`config.mk`:
```
export PLATFORM = sky130hd
export DESIGN_NAME = parity_stream
export DESIGN_NICKNAME = d
export VERILOG_FILES = /design/src/rtl/parity_pkg.sv /design/src/rtl/parity_word.sv /design/src/rtl/parity_stream.sv
export SDC_FILE = /design/constraint.sdc
export NUM_CORES = 1
export LEC_CHECK = 0
export CELL_PAD_IN_SITES_DETAIL_PLACEMENT = 1
export CELL_PAD_IN_SITES_GLOBAL_PLACEMENT = 1
export CORE_MARGIN = 3
export CORE_UTILIZATION = 44
export CTS_CLUSTER_DIAMETER = 100
export DETAILED_ROUTE_END_ITERATION = 6
export DONT_BUFFER_PORTS = 1
export GPL_TIMING_DRIVEN = 0
export PLACE_DENSITY = 0.81
export SYNTH_ARGS = -nofsm -noshare
export SYNTH_HDL_FRONTEND = slang
export SYNTH_HIERARCHICAL = 1
export SYNTH_SLANG_ARGS = --single-unit
```
`constraint.sdc`:
```
create_clock -name clk -period 1.9 [get_ports clk]
set_clock_uncertainty 0.05 [all_clocks]
set_input_delay 0.38 -clock clk [delete_from_list [all_inputs] [get_ports clk]]
set_output_delay 0.38 -clock clk [all_outputs]
set_load 0.005 [all_outputs]
```
`src/rtl/parity_pkg.sv`:
```
// Shared definitions for the streaming parity block: FSM state encoding and
// parity mode constants.
package parity_pkg;

   typedef enum logic [1:0] {
      IDLE  = 2'd0,
      ACCUM = 2'd1,
      HOLD  = 2'd2
   } state_t;

   localparam logic MODE_EVEN = 1'b0;
   localparam logic MODE_ODD  = 1'b1;

endpackage

```
`src/rtl/parity_word.sv`:
```
// Combinational parity of a single data word: 1 when the word holds an odd
// number of ones.
module parity_word #(
   parameter int WIDTH = 8
) (
   input  logic [WIDTH-1:0] data,
   output logic             parity
);

   assign parity = ^data;

endmodule

```
`src/rtl/parity_stream.sv`:
```
// Streaming parity generator/checker: folds the parity of every beat of a
// packet into one bit and presents a single registered result per packet.
module parity_stream
   import parity_pkg::*;
#(
   parameter int WIDTH     = 8,
   parameter int MAX_BEATS = 16,
   parameter int CNT_W     = $clog2(MAX_BEATS + 1)
) (
   input  logic             clk,
   input  logic             rst,
   input  logic             odd_mode,
   input  logic             check_en,
   input  logic             in_valid,
   output logic             in_ready,
   input  logic [WIDTH-1:0] in_data,
   input  logic             in_last,
   input  logic             in_par,
   output logic             out_valid,
   input  logic             out_ready,
   output logic             out_parity,
   output logic             out_error,
   output logic [CNT_W-1:0] out_beats,
   output logic             out_ovf
);

   state_t           state;
   logic             acc;
   logic [CNT_W-1:0] cnt;
   logic             ovf;
   logic             chk_q;

   logic             word_par;
   logic             accept;
   logic             first;
   logic             at_max;
   logic             acc_next;
   logic [CNT_W-1:0] cnt_next;
   logic             ovf_next;
   logic             chk_next;

   parity_word #(
      .WIDTH (WIDTH)
   ) u_word (
      .data   (in_data),
      .parity (word_par)
   );

   // No beat is taken while a result waits, nor in the reset cycle itself.
   assign in_ready = (state != HOLD) && !rst;
   assign accept   = in_valid && in_ready;

   // Next accumulator values. The first beat of a packet seeds the fold with
   // the mode bit and samples the check enable; later beats only fold in data.
   always_comb begin
      first    = (state == IDLE);
      at_max   = (cnt == CNT_W'(MAX_BEATS));
      acc_next = first ? (odd_mode ^ word_par) : (acc ^ word_par);
      cnt_next = first ? CNT_W'(1) : (at_max ? cnt : cnt + CNT_W'(1));
      ovf_next = first ? 1'b0 : (ovf | at_max);
      chk_next = first ? check_en : chk_q;
   end

   always_ff @(posedge clk) begin
      if (rst) begin
         state      <= IDLE;
         acc        <= 1'b0;
         cnt        <= '0;
         ovf        <= 1'b0;
         chk_q      <= 1'b0;
         out_valid  <= 1'b0;
         out_parity <= 1'b0;
         out_error  <= 1'b0;
         out_beats  <= '0;
         out_ovf    <= 1'b0;
      end else begin
         case (state)
            IDLE, ACCUM: begin
               if (accept) begin
                  acc   <= acc_next;
                  cnt   <= cnt_next;
                  ovf   <= ovf_next;
                  chk_q <= chk_next;
                  if (in_last) begin
                     state      <= HOLD;
                     out_valid  <= 1'b1;
                     out_parity <= acc_next;
                     out_error  <= chk_next & (acc_next != in_par);
                     out_beats  <= cnt_next;
                     out_ovf    <= ovf_next;
                  end else begin
                     state <= ACCUM;
                  end
               end
            end
            HOLD: begin
               // Result fields keep their values after the handshake.
               if (out_ready) begin
                  state     <= IDLE;
                  out_valid <= 1'b0;
               end
            end
            default: state <= IDLE;
         endcase
      end
   end

endmodule

```
==> impl.org <==
** Drt
- In this run the remaining antenna-violating nets after routing total 0.
- Total number of vias :: 841
- Number of iterations in the first detailed-routing pass :: 6
- Final wirelength :: about 2300 um
- Post-route DRC :: 0
- 1st-iter DRT viols :: 9
- DR vias/cell :: 5.72
- In the final routed layout, each cell accounts on average for between 15 and 20 um.

** STA
- Setup repair after global routing left no endpoint under its margin.
- At the pin with the least slew margin, the transition time is 0.474 ns.
- Measured against its own limit, the worst slew margin works out to about two thirds.
- The count of pins over their slew limit is 0.
- Setup violations remaining at the end of the flow were counted as 0.
- Final hold violations :: 0
- Setup TNS Final :: 0 ns
- The worst path needs 1.75 ns of the cycle, external delays included.
- After layout, the worst path uses 92.3% of the clock period.
- The tightest hold path in the finished design has a slack of 0.139 ns.
- Highest clock frequency the design can meet :: 570 MHz

** Synth
- Summing the areas of all and, or, nand and nor instances in the mapped netlist gives 23.6% of the synthesized area.
- Summing the areas of all xor and xnor instances in the mapped netlist gives 9.92% of the synthesized area.
- The synthesized netlist occupies a cell area of 971 sq um.
- Of the total synthesized cell area, the portion taken by full adders, half adders and majority gates is 2.58%.
- In this run the mean area of a mapped cell was 8.37 sq um.
- Ys async rst share :: 0%
- Predominant post-synthesis flop cell :: sky130_fd_sc_hd__dfxtp_1
- Yosys mapped a number of flops with a built-in enable equal to 0.
- Counting flops and latches in the post-synthesis netlist gives 19.
- Seq/Total Area, Yosys :: 39.2%
- Number of different library cells in the post-synthesis netlist :: 35
- Main combinational cell family by area after synthesis :: simple AND/OR/NAND/NOR gates
- Synthesis produced a netlist with a net count of 134.
- Multiplexer share of the synthesized area :: 1.03%
- Summing the areas of all compound-gate instances in the mapped netlist gives 18.4% of the synthesized area.
- During synthesis, Yosys emitted a total of 6 warnings.
- Post-Syn Instances :: 116

** Layout
- The number of antenna diodes in the final layout is 0.
- Number of filler instances in the final layout :: 250
- The final layout contains 139 nets.
- Cells with a size suffix above 1 make up 8.33% of the layout.
- Synth-to-Final Area Change :: 6.31%

** Run status
- Result of the run :: finished clean

** Placement
- DP HPWL :: 1800 um
- The congestion estimate from routability-driven global placement came to about 0.7.
- Port Buffers :: 0

** Global routing
- Global routing usage summed across all routing layers :: between 10% and 20%
- Vias in the first global route :: 860
- Congestion Overflow GR :: 0
- The number of antenna violations at the first check in global routing was 0.
- The first global-routing pass estimated 3860 um of wire.
- Largest net degree at the start of global routing :: 12

** Critical path
- The worst register-to-register path ends at out_beats[3].
- STA classifies the critical path endpoint as a flip-flop.
- For the worst setup path, the data arrival time is 1.94 ns.
- Startpoint Class :: flip-flop
- Data required time at the worst endpoint :: 2.08 ns
- Path depth of the worst reg2reg path :: 6
- Largest driver fanout on the critical path :: 5
- Across all register-to-register paths, the minimum setup slack is around 0.15 ns.
- In this run the critical register-to-register path is launched from cnt[0].
- Critical path start-end classification :: flip-flop to flip-flop

** Clock network
- Worst-path clk slew :: ~0.12 ns
- CTS saw 19 sinks.
- Number of buffers inserted to repair setup after CTS :: 0
- Post-CTS resize count :: 0
- TritonCTS built the clock tree.
- Later-pin clock latency in the skew report :: ~0.30 ns
- CTS built an H-tree with a depth of 1.
- Buffer levels on the longest clock path :: 2
- Buffer cell driving the clock tree root :: sky130_fd_sc_hd__clkbuf_4
- TritonCTS created 3 clock buffers.
- Hold repair after CTS inserted 0 buffers.

** Power
- Power density cells :: 764 nW/um^2
- The analysis attributes to cell leakage a power of 0.343 nW.
- Peak supply drop :: 0.000332 V

** Floorplanning
- After floorplanning, the core was divided into 16 placement rows.
- # IOs :: 26
- The initial utilization of the core area, before any placement, comes to 48.0%.
- The die covers 2810 sq um.
- Core Area :: 2020 sq um
- Die width :: 53.0 um
- Vert. Die Dim :: around 53 um

** Run
- The tool flagged a number of max-cap violations equal to 0.

** Min path
- Hold depth :: 1
- The min-delay analysis places its worst path in the category input pin to flip-flop.
- Worst Hold Endpoint :: state[0]
- Min-Delay Startpoint :: in_last
cell usage after synthesis, drive strengths merged, types with 2 or more instances:
cell,n,area (sq um)
dfxtp,19,380
a21oi,15,75.1
nand2,13,48.8
nand3,11,55.1
xnor2,9,78.8
nor2,6,22.5
clkbuf,4,15.0
inv,4,15.0
buf,3,21.3
nand2b,3,18.8
a2111oi,2,23.8
a211oi,2,15.0
a311oi,2,17.5
ha,2,25.0
nor3b,2,15.0
o21ai,2,10.0
or3,2,17.5
xor2,2,17.5
flip-flops by register name (all words and copies together), names as in the netlist:
signal / cells
chk_q: 1
out_parity: 1
out_valid: 1
acc: 1
state: 2
out_beats: 5
out_error: 1
ovf: 1
out_ovf: 1
cnt: 5
area by class of cell:
cell class                      count  area (sq um)  share of cell area (%)
Buffer                              7          36.3                    3.52
Clock inverter                      1          5.00                   0.485
Inverter                            4          15.0                    1.45
Sequential cell                    19           380                    36.8
Clock buffer                        3          22.5                    2.18
Tap cell                           27          33.8                    3.27
Multi-Input combinational cell     86           539                    52.2
through the flow:
step,utilization (%),cells,worst slack (ns),total power [W],area (sq um)
after global placement,49.7,143,0.0815,0.000581,1000
after detailed placement,49.7,143,0.0130,0.000588,1000
after CTS,51.1,147,0.140,0.000795,1030
after floorplan,-,116,0.102,0.000557,971
after global routing,51.1,147,0.0338,0.000843,1030
final,51.1,147,0.146,0.000789,1030
report_power, final:
group          internal, W  leakage [nW]  switching (W)
logic            0.0000612         0.171      0.0000879
registers         0.000416         0.155      0.0000124
clock network    0.0000785        0.0177       0.000133
logic make-up after synthesis:
kind of cell,Yosys count
AO/OA/AOI/OAI,28
multiplexers,1
AND/OR/NAND/NOR,44
XOR/XNOR,11
adder cells (fa/ha/maj),2
buffers and inverters,11
flip-flops,19
worst max path at each step:
stage               slack [ns]           end  startpoint  depth (start not counted)
floorplan                 0.10     out_error  in_data[3]                          6
global placement          0.08     out_error  in_data[3]                          6
detailed placement        0.01     out_error  in_data[3]                          6
CTS                       0.14  out_beats[3]      cnt[0]                          6
global route              0.03  out_beats[2]      cnt[0]                          6
finish                    0.15  out_beats[3]      cnt[0]                          6
per-layer routing:
metal / global-route usage (%) / wire length, um / vias to the layer above
met5: 0 / 0 / -
met4: 6.38 / 21 / 0
met3: 4.51 / 128 / 4
met2: 33.1 / 1150 / 26
met1: 22.2 / 1030 / 399
li1: - / - / 412
critical path, cell delays in order (launching register included):
cell and delay [ns]:
sky130_fd_sc_hd__dfxtp_1 0.43, sky130_fd_sc_hd__inv_1 0.10, sky130_fd_sc_hd__ha_1 0.19, sky130_fd_sc_hd__and4bb_2 0.27
sky130_fd_sc_hd__nor2_1 0.33, sky130_fd_sc_hd__nand3_1 0.12, sky130_fd_sc_hd__a21oi_1 0.20
cells in the final DEF (no fill, tap or decap), types with 2 or more instances in the layout:
cell                       instances
sky130_fd_sc_hd__a211oi_1          2
sky130_fd_sc_hd__a311oi_1          2
sky130_fd_sc_hd__nor3b_1           2
sky130_fd_sc_hd__inv_1             4
sky130_fd_sc_hd__clkbuf_1          4
sky130_fd_sc_hd__buf_2             2
sky130_fd_sc_hd__nand2_1          13
sky130_fd_sc_hd__clkbuf_4          3
sky130_fd_sc_hd__nor2_1            6
sky130_fd_sc_hd__nand2b_1          3
sky130_fd_sc_hd__xnor2_1           9
sky130_fd_sc_hd__a21oi_1          15
sky130_fd_sc_hd__dfxtp_1          19
sky130_fd_sc_hd__xor2_1            2
sky130_fd_sc_hd__nand3_1          11
sky130_fd_sc_hd__ha_1              2
Power figures use the tool's default switching activity.
